[config.mk]
export PLATFORM = sky130hd
export DESIGN_NAME = regbank_writer
export DESIGN_NICKNAME = d
export VERILOG_FILES = /design/src/rtl/regbank_writer.sv
export SDC_FILE = /design/constraint.sdc
export NUM_CORES = 1
export LEC_CHECK = 0
export BUFFER_PORTS_ARGS = -buffer_cell sky130_fd_sc_hd__buf_2
export CORE_AREA = 2 2 429 431
export DETAILED_ROUTE_END_ITERATION = 7
export DIE_AREA = 0 0 431 433
export PLACE_DENSITY_LB_ADDON = 0.2
export RECOVER_POWER = 25
export SYNTH_ARGS = -nofsm -noshare
export SYNTH_HDL_FRONTEND = slang
export SYNTH_SLANG_ARGS = --single-unit
[constraint.sdc]
create_clock -name clk -period 2.42 [get_ports clk]
set_clock_uncertainty 0.2 [all_clocks]
set_input_delay 0 -clock clk [delete_from_list [all_inputs] [get_ports clk]]
set_output_delay 0 -clock clk [all_outputs]
set_load 0.01 [all_outputs]
[src/rtl/regbank_writer.sv]
// regbank_writer: write side of the MIPS register bank.
// Holds 32 x DATA_W registers ($0 hardwired to zero) and takes writes
// through a valid/ready handshake. It tracks a per-register dirty bitmap.
// A bulk clear zeroes registers 1..31, one register per cycle.
// All registers are exported on a flat bus that feeds the 32:1 read muxes.
module regbank_writer #(
   parameter  int DATA_W = 32,
   parameter  int ADDR_W = 5,
   localparam int NREGS  = 1 << ADDR_W
) (
   input  logic                    clk,
   input  logic                    rst_n,
   input  logic                    wr_valid,
   output logic                    wr_ready,
   input  logic [ADDR_W-1:0]       wr_addr,
   input  logic [DATA_W-1:0]       wr_data,
   input  logic                    clr_req,
   output logic                    busy,
   output logic                    clr_done,
   output logic [NREGS-1:0]        dirty,
   output logic [NREGS*DATA_W-1:0] regs_flat
);

   typedef enum logic {
      IDLE  = 1'b0,
      CLEAR = 1'b1
   } state_t;

   localparam logic [ADDR_W-1:0] LAST_REG = ADDR_W'(NREGS - 1);

   state_t              state_q, state_d;
   logic [ADDR_W-1:0]   clr_cnt;
   logic [DATA_W-1:0]   regs [NREGS];
   logic                wr_fire;

   assign wr_fire = wr_valid & wr_ready;

   // State register.
   always_ff @(posedge clk or negedge rst_n) begin
      // NOTE: sequential state uses non-blocking assignments so every flop samples pre-edge values.
      if (!rst_n) state_q <= IDLE;
      else        state_q <= state_d;
   end

   // Next-state and handshake outputs. The sweep ends on the edge that zeroes the last register.
   always_comb begin
      // NOTE: every output gets a default first, so no path leaves one unassigned and no latch is inferred.
      state_d  = state_q;
      wr_ready = 1'b0;
      busy     = 1'b0;
      case (state_q)
         IDLE: begin
            wr_ready = 1'b1;
            if (clr_req) state_d = CLEAR;
         end
         CLEAR: begin
            busy = 1'b1;
            if (clr_cnt == LAST_REG) state_d = IDLE;
         end
         default: state_d = IDLE;
      endcase
   end

   // Sweep counter and the one-cycle completion pulse.
   always_ff @(posedge clk or negedge rst_n) begin
      if (!rst_n) begin
         clr_cnt  <= ADDR_W'(1);
         clr_done <= 1'b0;
      end else begin
         clr_done <= (state_q == CLEAR) && (clr_cnt == LAST_REG);
         if (state_q == IDLE) begin
            if (clr_req) clr_cnt <= ADDR_W'(1);
         end else if (clr_cnt != LAST_REG) begin
            clr_cnt <= clr_cnt + ADDR_W'(1);
         end
      end
   end

   // Register array and dirty bitmap. Writes and sweep steps never collide: wr_ready is low during CLEAR.
   always_ff @(posedge clk or negedge rst_n) begin
      if (!rst_n) begin
         // NOTE: this array is reset explicitly because an async reset must zero every register at once; storage normally left unreset would become a RAM instead.
         for (int i = 0; i < NREGS; i++) regs[i] <= '0;
         dirty <= '0;
      end else if (state_q == CLEAR) begin
         regs[clr_cnt]  <= '0;
         dirty[clr_cnt] <= 1'b0;
      end else if (wr_fire && (wr_addr != '0)) begin
         regs[wr_addr]  <= wr_data;
         dirty[wr_addr] <= 1'b1;
      end
   end

   // Flatten the array for the read muxes: reg i at [DATA_W*i +: DATA_W].
   for (genvar g = 0; g < NREGS; g++) begin : g_flat
      assign regs_flat[DATA_W*g +: DATA_W] = regs[g];
   end

endmodule
==> impl_metrics.env <==
export IMPL_outcome="finished, final reports clean"
export IMPL_synthMuxAreaShare=0.0005626
export IMPL_synthXorXnorAreaFrac=0.0006564
export IMPL_p_per_area_mw_per_mm2=1061
export IMPL_synth_avg_cell_area_um2=13.78
export IMPL_holdWs_ps=80.19
export IMPL_path_max_fanout=12
export IMPL_initial_utilization=0.2198
export IMPL_seq_area_frac_synth=0.6646
export IMPL_dpl_cell_area_mm2=0.05083
export IMPL_finalWeightedCongestion=0.8078
export IMPL_grt_max_degree=101
export IMPL_startpoint_type="flip-flop"
export IMPL_drtIter0Drc=2628
export IMPL_final_common_cell="buf_2"
export IMPL_viasPerCell=4.985
export IMPL_grt_ovfl_total=0
export IMPL_peakVddDrop_mv=0.4739
export IMPL_path_cells="buf_6 > nand3b_1 > buf_6 > buf_4 > nor2_1 > buf_6 > a22o_1"
export IMPL_synth_edf_count=0
export IMPL_setup_violations=0
export IMPL_slowest_stage="dfrtp_4"
export IMPL_worst_ep_required_time_ps=2930
export IMPL_ys_types=45
export IMPL_ys_warn_count=0
export IMPL_ys_flop_type="dfrtp_1"
export IMPL_crit_family="buffers and inverters"
export IMPL_grt_antenna_before_repair=13
export IMPL_hold_path_class="in -> reg"
export IMPL_synth_simple_area_share=0.05329
export IMPL_fp_dieW_um=431
export IMPL_cts_root_buf="clkbuf_16"
export IMPL_final_cell_mix="buf_2, dfrtp_1, a22o_1"
export IMPL_core_mm2=0.1821
export IMPL_worst_slew_pin_slew_ps=1382
export IMPL_max_cap_violations=0
export IMPL_period_needed_ps=2368
export IMPL_synth_cells=2904
export IMPL_worstPathArrival_ps=2880
export IMPL_final_antenna_net_count=0
export IMPL_vias=33195
export IMPL_synth_seq_cells=1063
export IMPL_async_reset_ff_frac=1.000
export IMPL_first_pass_iters=7
export IMPL_cts_buffer_depth=3
export IMPL_synth_top_family_by_area="compound AO/OA/AOI/OAI gates"
export IMPL_rsz0062_at_grt="yes"
export IMPL_numCtsBuffers=130
export IMPL_design_area_mm2=0.05582
export IMPL_cts_htree_levels=4
export IMPL_critPathMaxStageDelay_ps=600
export IMPL_die_height_um=433
export IMPL_portBuffers=1099
export IMPL_synth_adder_area_share=0.001563
export IMPL_drc=0
export IMPL_period_share=0.9783
export IMPL_drive_gt1_frac=0.3878
export IMPL_ios=1100
export IMPL_crit_top_cell="buf_6"
export IMPL_syn_to_final_growth_pct=39.45
export IMPL_num_rows=157
export IMPL_syn_area_mm2=0.04003
export IMPL_wl_per_cell_um=33.49
export IMPL_numClockSinks=1063
export IMPL_routed_wl_mm=223.0
export IMPL_clkTransAtPathRegs_ps=60
export IMPL_grt_pass1_wl_mm=298.4
export IMPL_synth_compound_area_frac=0.2463
export IMPL_leakage_nw=29.26
export IMPL_fillerInstances=18482
export IMPL_clk_latency_ps=790
export IMPL_grtUsageTotal=0.2308
export IMPL_path_buf_inv=4
export IMPL_dieArea_mm2=0.1866
export IMPL_cts_tree="built"
export IMPL_syn_nets=2950
export IMPL_fmax_ghz=0.4224
export IMPL_slew_viol_final=0
export IMPL_hpwlAfterDp_mm=155.1
export IMPL_hold_viol=0
export IMPL_crit_type="reg -> reg"
export IMPL_slew_headroom=0.07892
export IMPL_cp_end_kind="flip-flop"
export IMPL_first_global_vias=32792
export IMPL_nets=4214
-- through the flow --
step | util | total power [mW] | std cells | worst slack, ps | TNS, ps
finish | 0.3065 | 59.24 | 6659 | 52.42 | 0
global route | 0.3065 | 61.53 | 6657 | 0.1199 | 0
CTS | 0.3075 | 59.89 | 6652 | 0.6313 | 0
detailed placement | 0.2791 | 38.88 | 6359 | -354.3 | -25850
global placement | 0.2790 | 38.83 | 6358 | -581.3 | -31190
floorplan | - | 29.79 | 2904 | 246.0 | 0
-- final timing paths --
path	depth (start not counted)	end	startpoint	slack (ps)
min reg2reg	1	dirty[8]	dirty[8]	270
max	7	regs_flat[623]	state_q	50
max reg2reg	7	regs_flat[623]	state_q	50
min in group asynchronous	4	regs_flat[102]	rst_n	1000
max in group asynchronous	6	regs_flat[49]	rst_n	160
min	3	regs_flat[268]	wr_data[12]	80
-- report_power, final --
part | leakage [nW] | internal, mW | total [mW] | switching (mW)
registers | 14.7 | 21.0 | 23.3 | 2.27
clock network | 2.19 | 12.1 | 20.6 | 8.51
logic | 12.4 | 6.07 | 15.4 | 9.32
-- kinds of logic (layout without fill, tap and decap cells) --
| family | after synthesis | count (layout) |
|---|---|---|
| compound gates | 1160 | 1160 |
| flops | 1063 | 1063 |
| simple gates | 371 | 371 |
| buf+inv | 300 | 1666 |
| fa+ha+maj | 5 | 5 |
| xor+xnor | 3 | 3 |
| mux | 2 | 2 |
| other cells | 0 | 4 |
-- synth_stat cells (2+ instances only) --
cell,instances,area share
nand2_1,25,0.0023
buf_2,134,0.017
a21oi_1,110,0.014
buf_1,10,0.00094
a2bb2oi_1,4,0.00088
and3b_1,6,0.0013
o31ai_1,2,0.00037
inv_1,4,0.00037
dfrtp_1,1062,0.66
nand4b_1,3,0.00066
buf_6,3,0.00084
nand2b_1,98,0.015
a22oi_1,18,0.0034
mux2_2,2,0.00056
nor2b_1,39,0.0061
clkbuf_1,146,0.014
xor2_1,2,0.00044
ha_1,5,0.0016
buf_4,2,0.00037
and2_1,44,0.0069
and2_0,4,0.00063
a21o_1,2,0.00037
a32oi_2,2,0.00081
a22o_1,914,0.20
nor2_1,97,0.0091
o22ai_1,2,0.00031
nor3_1,2,0.00025
and3_1,5,0.00078
nand3b_1,32,0.0060
a22oi_2,4,0.0013
a221o_1,96,0.024
nor3b_2,4,0.0013
nor4bb_1,2,0.00050
nand3_1,5,0.00063
a32oi_1,4,0.00088
-- registers in the layout (all words and copies together) (netlist names) --
register,flops
clr_cnt,5
clr_done,1
dirty,32
state_q,1
regs_flat,1024
-- worst reg2reg max path, delay by kind of cell (launching register included) --
family	cells	cell delay [ps]
flops	1	600
compound gates	1	190
simple gates	2	520
buf+inv	4	790
-- cell type report --
type / instances / area, um^2 / area share
diodes: 4 / 10.01 / 0.0001793
clock buffers: 191 / 3877 / 0.06946
clock inverters: 43 / 618.1 / 0.01107
inverters: 4 / 15.01 / 0.0002690
multi-input cells: 1541 / 12460 / 0.2233
flip-flops and latches: 1063 / 26610 / 0.4766
well taps: 2385 / 2984 / 0.05346
repair buffers: 1428 / 9246 / 0.1656
-- layer usage --
metal | part of all wire | vias to the layer above | GRT usage | wire [um]
li1 | - | 13621 | - | -
met1 | 0.41 | 17847 | 0.2890 | 91180
met2 | 0.49 | 1380 | 0.3829 | 108300
met3 | 0.057 | 345 | 0.04895 | 12620
met4 | 0.049 | 2 | 0.1005 | 10920
met5 | 0.000058 | - | 0 | 13
-- timing repair --
| item | CTS | global route |
|---|---|---|
| gates cloned | 0 | 0 |
| buffers inserted | 1 | 3 |
| endpoints found under the setup margin | 344 | 74 |
| endpoints found under the hold margin | 1806 | 0 |
| pin swaps | 0 | 2 |
| resized for setup | 19 | 8 |
| hold buffers | 58 | 0 |
Note: power is estimated with default switching activity, not from simulation.
